$ cat config.mk
export PLATFORM = sky130hd
export DESIGN_NAME = tqvp_uart_tx
export DESIGN_NICKNAME = d
export VERILOG_FILES = /design/src/rtl/tqvp_uart_tx.sv
export SDC_FILE = /design/constraint.sdc
export NUM_CORES = 1
export LEC_CHECK = 0
export BUFFER_PORTS_ARGS = -buffer_cell sky130_fd_sc_hd__buf_2
export CAP_MARGIN = 10
export CORE_UTILIZATION = 47
export CTS_BUF_LIST = sky130_fd_sc_hd__clkbuf_2
export CTS_CLUSTER_DIAMETER = 100
export DETAILED_ROUTE_END_ITERATION = 10
export HOLD_SLACK_MARGIN = 0.12
export PLACE_DENSITY = 0.68
export SLEW_MARGIN = 25
export SYNTH_ARGS = -nofsm -noshare
export SYNTH_HDL_FRONTEND = slang
export SYNTH_SLANG_ARGS = --single-unit
$ cat constraint.sdc
create_clock -name clk -period 3.2 [get_ports clk]
set_input_delay 0.48 -clock clk [delete_from_list [all_inputs] [get_ports clk]]
set_output_delay 0.48 -clock clk [all_outputs]
set_load 0.1 [all_outputs]
$ cat src/rtl/tqvp_uart_tx.sv
// UART transmitter: one-entry holding register feeding an 8N1 (by default) serialiser,
// with frame starts gated by a synchronised active-low CTS input.
module tqvp_uart_tx #(
  parameter int COUNT_REG_LEN = 13,
  parameter int PAYLOAD_BITS  = 8,
  parameter int STOP_BITS     = 1
) (
  input  logic                     clk,
  input  logic                     resetn,
  output logic                     uart_txd,
  input  logic                     uart_cts,
  input  logic                     uart_tx_start,
  input  logic [PAYLOAD_BITS-1:0]  uart_tx_data,
  output logic                     uart_tx_ready,
  output logic                     uart_tx_busy,
  input  logic [COUNT_REG_LEN-1:0] baud_divider
);

  localparam logic [3:0] ST_IDLE  = 4'd0;
  localparam logic [3:0] ST_START = 4'd1;
  localparam logic [3:0] ST_DATA0 = 4'd2;
  localparam logic [3:0] ST_LAST  = 4'(1 + PAYLOAD_BITS + STOP_BITS);

  logic                     cts_s0;
  logic                     cts_s1;
  logic                     cts_ok;
  logic [3:0]               state;
  logic [3:0]               state_nxt;
  logic [COUNT_REG_LEN-1:0] cnt;
  logic [COUNT_REG_LEN-1:0] cnt_nxt;
  logic                     hold_valid;
  logic [PAYLOAD_BITS-1:0]  hold_data;
  logic [PAYLOAD_BITS-1:0]  shift_data;
  logic                     accept;
  logic                     load;

  // Line level driven while in a given state; stop bits and idle are mark.
  function automatic logic line_of(input logic [3:0] st, input logic [PAYLOAD_BITS-1:0] sh);
    logic v;
    v = 1'b1;
    if (st == ST_START) v = 1'b0;
    for (int i = 0; i < PAYLOAD_BITS; i++) begin
      if (st == ST_DATA0 + 4'(i)) v = sh[i];
    end
    return v;
  endfunction

  assign cts_ok        = ~cts_s1;
  assign accept        = uart_tx_start & ~hold_valid;
  assign uart_tx_ready = ~hold_valid;
  assign uart_tx_busy  = hold_valid | (state != ST_IDLE);

  always_comb begin
    state_nxt = state;
    cnt_nxt   = cnt;
    load      = 1'b0;
    if (state == ST_IDLE) begin
      cnt_nxt = '0;
      if (hold_valid && cts_ok) begin
        load      = 1'b1;
        state_nxt = ST_START;
      end
    end else if (cnt >= baud_divider) begin
      cnt_nxt   = '0;
      state_nxt = (state == ST_LAST) ? ST_IDLE : state + 4'd1;
    end else begin
      cnt_nxt = cnt + COUNT_REG_LEN'(1);
    end
  end

  always_ff @(posedge clk or negedge resetn) begin
    if (!resetn) begin
      cts_s0     <= 1'b1;
      cts_s1     <= 1'b1;
      state      <= ST_IDLE;
      cnt        <= '0;
      hold_valid <= 1'b0;
      uart_txd   <= 1'b1;
    end else begin
      cts_s0 <= uart_cts;
      cts_s1 <= cts_s0;
      state  <= state_nxt;
      cnt    <= cnt_nxt;
      if (load) begin
        hold_valid <= 1'b0;
      end else if (accept) begin
        hold_valid <= 1'b1;
      end
      // Registered line value of the state being entered keeps the output glitch-free.
      uart_txd <= line_of(state_nxt, load ? hold_data : shift_data);
    end
  end

  always_ff @(posedge clk) begin
    if (accept) hold_data <= uart_tx_data;
    if (load) shift_data <= hold_data;
  end

endmodule

==> results.py <==
metrics = {
    "route": {
        "antenna_left": 0,
        "wl_mm": 3.53,
        "wl_met2_mm": 1.74,
        "vias": 1504,
        "drt-vias-per-instance": 5.24,
        "first_iter_violations": 53,
        "wl_met1_mm": 1.66,
        "drc_errors": 0,
        "avgRoutedWirePerCell_um": 12.3,
        "wl_met3_um": 108,
        "dr.pass1.iters": 4,
        "top_layer": "met4",
    },
    "cts": {
        "root_buffer": "clkbuf_2",
        "cts_setup_buffers": 0,
        "clkSinkCount": 37,
        "cts_max_path_buffers": 2,
        "clock_latency_ns": 0.38,
        "htree_levels": 2,
        "cts_buffers": 5,
        "cts_tree": "built",
        "path_clk_slew_ns": 0.19,
    },
    "finish": {
        "seq_area_sq_um": 930,
        "drive_gt1_share_pct": 23.6,
        "antenna_cells": 0,
        "area_growth_pct": 9.23,
        "multiInputGateArea_sq_um": 988,
        "final_cell_mix": "buf_2 (27), inv_1 (22), nor2_1 (19)",
        "stdcell_count": 287,
        "nets": 275,
        "num-fill-cells": 372,
        "layout_commonest_cell": "buf_2",
        "finish.utilization_pct": 55.0,
    },
    "synth": {
        "synthTopCellsByArea": "dfrtp_1 (22%), edfxtp_1 (12%), ha_1 (8.4%)",
        "synth.avg_cell_area_sq_um": 10.1,
        "syn_area_sq_um": 2070,
        "synth_top_area_share_pct": 21.7,
        "synthFlopType": "dfrtp_1",
        "synth_edf_count": 8,
        "synth_cell_type_count": 47,
        "yosysSeqAreaShare_pct": 44.8,
        "ys_async_sr_fraction_pct": 56.8,
        "ys_ff_latch": 37,
        "syn_inst": 206,
        "yosys_warnings": 0,
        "yosysTopAreaCell": "dfrtp_1",
        "syn_nets": 245,
    },
    "worst_setup_path": {
        "crit_type": "reg2reg",
        "cp.arrival_ns": 2.91,
        "start_kind": "flop",
        "end_kind": "flop",
        "required_ns": 3.51,
        "path_max_fanout": 15,
    },
    "timing": {
        "slew_viol_final": 0,
        "relSlewSlack_pct": 55.1,
        "finalHoldViolCount": 0,
        "rsz0062_at_grt": "no",
        "worst_clock_skew_ns": 0.0220,
        "setup_tns_ns": 0,
        "tightest_slew_ns": 0.672,
        "period_needed_ns": 2.60,
        "hold_slack_ns": 0.266,
        "report.final.setup_viol": 0,
        "finalCritPeriodShare_pct": 81.2,
        "max_freq_mhz": 385,
    },
    "global_routing": {
        "gr-usage-all-layers_pct": 17.6,
        "grt_pass1_wl_mm": 5.77,
        "grt_max_degree": 22,
        "grt_antenna_before_repair": 0,
        "grt-ovfl-total": 0,
        "grt_pass1_vias": 1343,
    },
    "power_and_ir_drop": {
        "p_sw_share_pct": 35.2,
        "irDropWorstVdd_v": 0.000244,
        "pwr_density_cell_nw_per_um2": 520,
        "p_comb_share_pct": 29.7,
        "p_leak_nw": 1.13,
        "pwr-share-clk_pct": 17.2,
        "power_mw": 1.18,
        "internal_power_mw": 0.763,
        "switchingPower_mw": 0.415,
        "p_seq_share_pct": 53.1,
    },
    "die": {
        "die_w_um": 68.4,
        "fp.dieArea_sq_um": 4680,
        "initial_utilization_pct": 50.4,
        "core-area_sq_um": 4120,
        "die_h_um": 68.4,
        "ioPinCount": 28,
        "rows": 23,
    },
    "placed_design": {
        "dp_cells": 277,
        "io_buffers": 27,
        "gp_congestion": 0.800,
        "hpwl_mm": 2.65,
    },
    "outcome": {
        "status": "finished, final reports clean",
    },
    "worst_hold_path": {
        "min_path_type": "in2reg",
    },
    "job": {
        "maxCapViolCount": 0,
    },
}
## per-layer routing
metal / vias up / global-route usage, %
li1: 773 / -
met1: 706 / 19.7
met2: 23 / 30.0
met3: 2 / 6.50
met4: 0 / 7.03
met5: - / 0
## cells in the mapped netlist (2+ instances only)
master and number:
a21boi_0 2, a21o_2 2, a21oi_1 11, and3_1 5
buf_6 3, clkbuf_8 2, dfrtp_1 18, dfstp_2 3
dfxtp_1 8, edfxtp_1 8, ha_1 14, inv_1 22
mux2_2 6, mux2i_1 6, nand2_1 15, nand3_1 6
nand4_1 4, nor2_1 19, nor2b_1 3, nor4_1 3
o21a_1 2, o21ai_0 7, or2b_2 2, xnor2_1 6
xor2_1 7
## worst paths after layout
check | from | to | slack, ns | cells past startpoint
max | state[0] | uart_txd | 0.60 | 7
min | uart_tx_data[5] | hold_data[5] | 0.27 | 1
max reg2reg | state[0] | uart_txd | 0.60 | 7
min reg2reg | cts_s0 | cts_s1 | 0.37 | 0
max in group asynchronous | resetn | cts_s0 | 2.28 | 2
min in group asynchronous | resetn | cnt[7] | 0.55 | 2
## final cells by class
cell class	instances	area share [%]
clock inverters	1	0.166
well taps	50	2.76
inverters	22	3.65
repair buffers	30	7.18
multi-input cells	140	43.6
flip-flops and latches	37	41.0
clock buffers	7	1.55
## timing repair
item	in CTS	in global routing
hold endpoints to repair	18	1
resized for setup	0	0
hold buffers	1	1
## registers in the layout, summed over array words and instances, names as in the netlist
register / cells
shift_data: 8
hold_valid: 1
uart_txd: 1
cnt: 13
cts_s1: 1
hold_data: 8
state: 4
cts_s0: 1
## power by group through the flow
| stage | registers [mW] | clock network [mW] | logic, mW |
|---|---|---|---|
| final | 0.626 | 0.203 | 0.349 |
| after global routing | 0.635 | 0.236 | 0.397 |
| after CTS | 0.626 | 0.212 | 0.350 |
| after detailed placement | 0.636 | 0 | 0.346 |
| after global placement | 0.635 | 0 | 0.338 |
| after floorplan | 0.629 | 0 | 0.282 |
## cells by family (layout without fill, tap and decap cells)
group / count (synthesis) / count (layout) / share of synthesized area, %
and+or+nand+nor: 64 / 64 / 15.5
AOI/OAI and AO/OA: 37 / 37 / 12.1
DFF: 37 / 37 / 44.8
buffers and inverters: 29 / 60 / 7.48
adders and majority gates: 14 / 14 / 8.45
xor gates and xnor gates: 13 / 13 / 5.49
muxes: 12 / 12 / 6.16
## critical path, cell delays in order, from the launching register on
cell and delay [ns]:
dfrtp_1 0.57, nor4_1 0.63, nand2_2 0.37, o311ai_0 0.43, nand4_1 0.14, mux2i_1 0.14, o211a_1 0.17, o22ai_1 0.07
## per-stage QoR
stage          area, sq um  setup WS [ns]
6_report              2260          0.600
5_1_grt               2260          0.379
4_1_cts               2250          0.637
3_5_place_dp          2210          0.627
3_3_place_gp          2210          0.672
2_1_floorplan         2070          0.876
No activity file was read; power rests on OpenSTA's default activity.
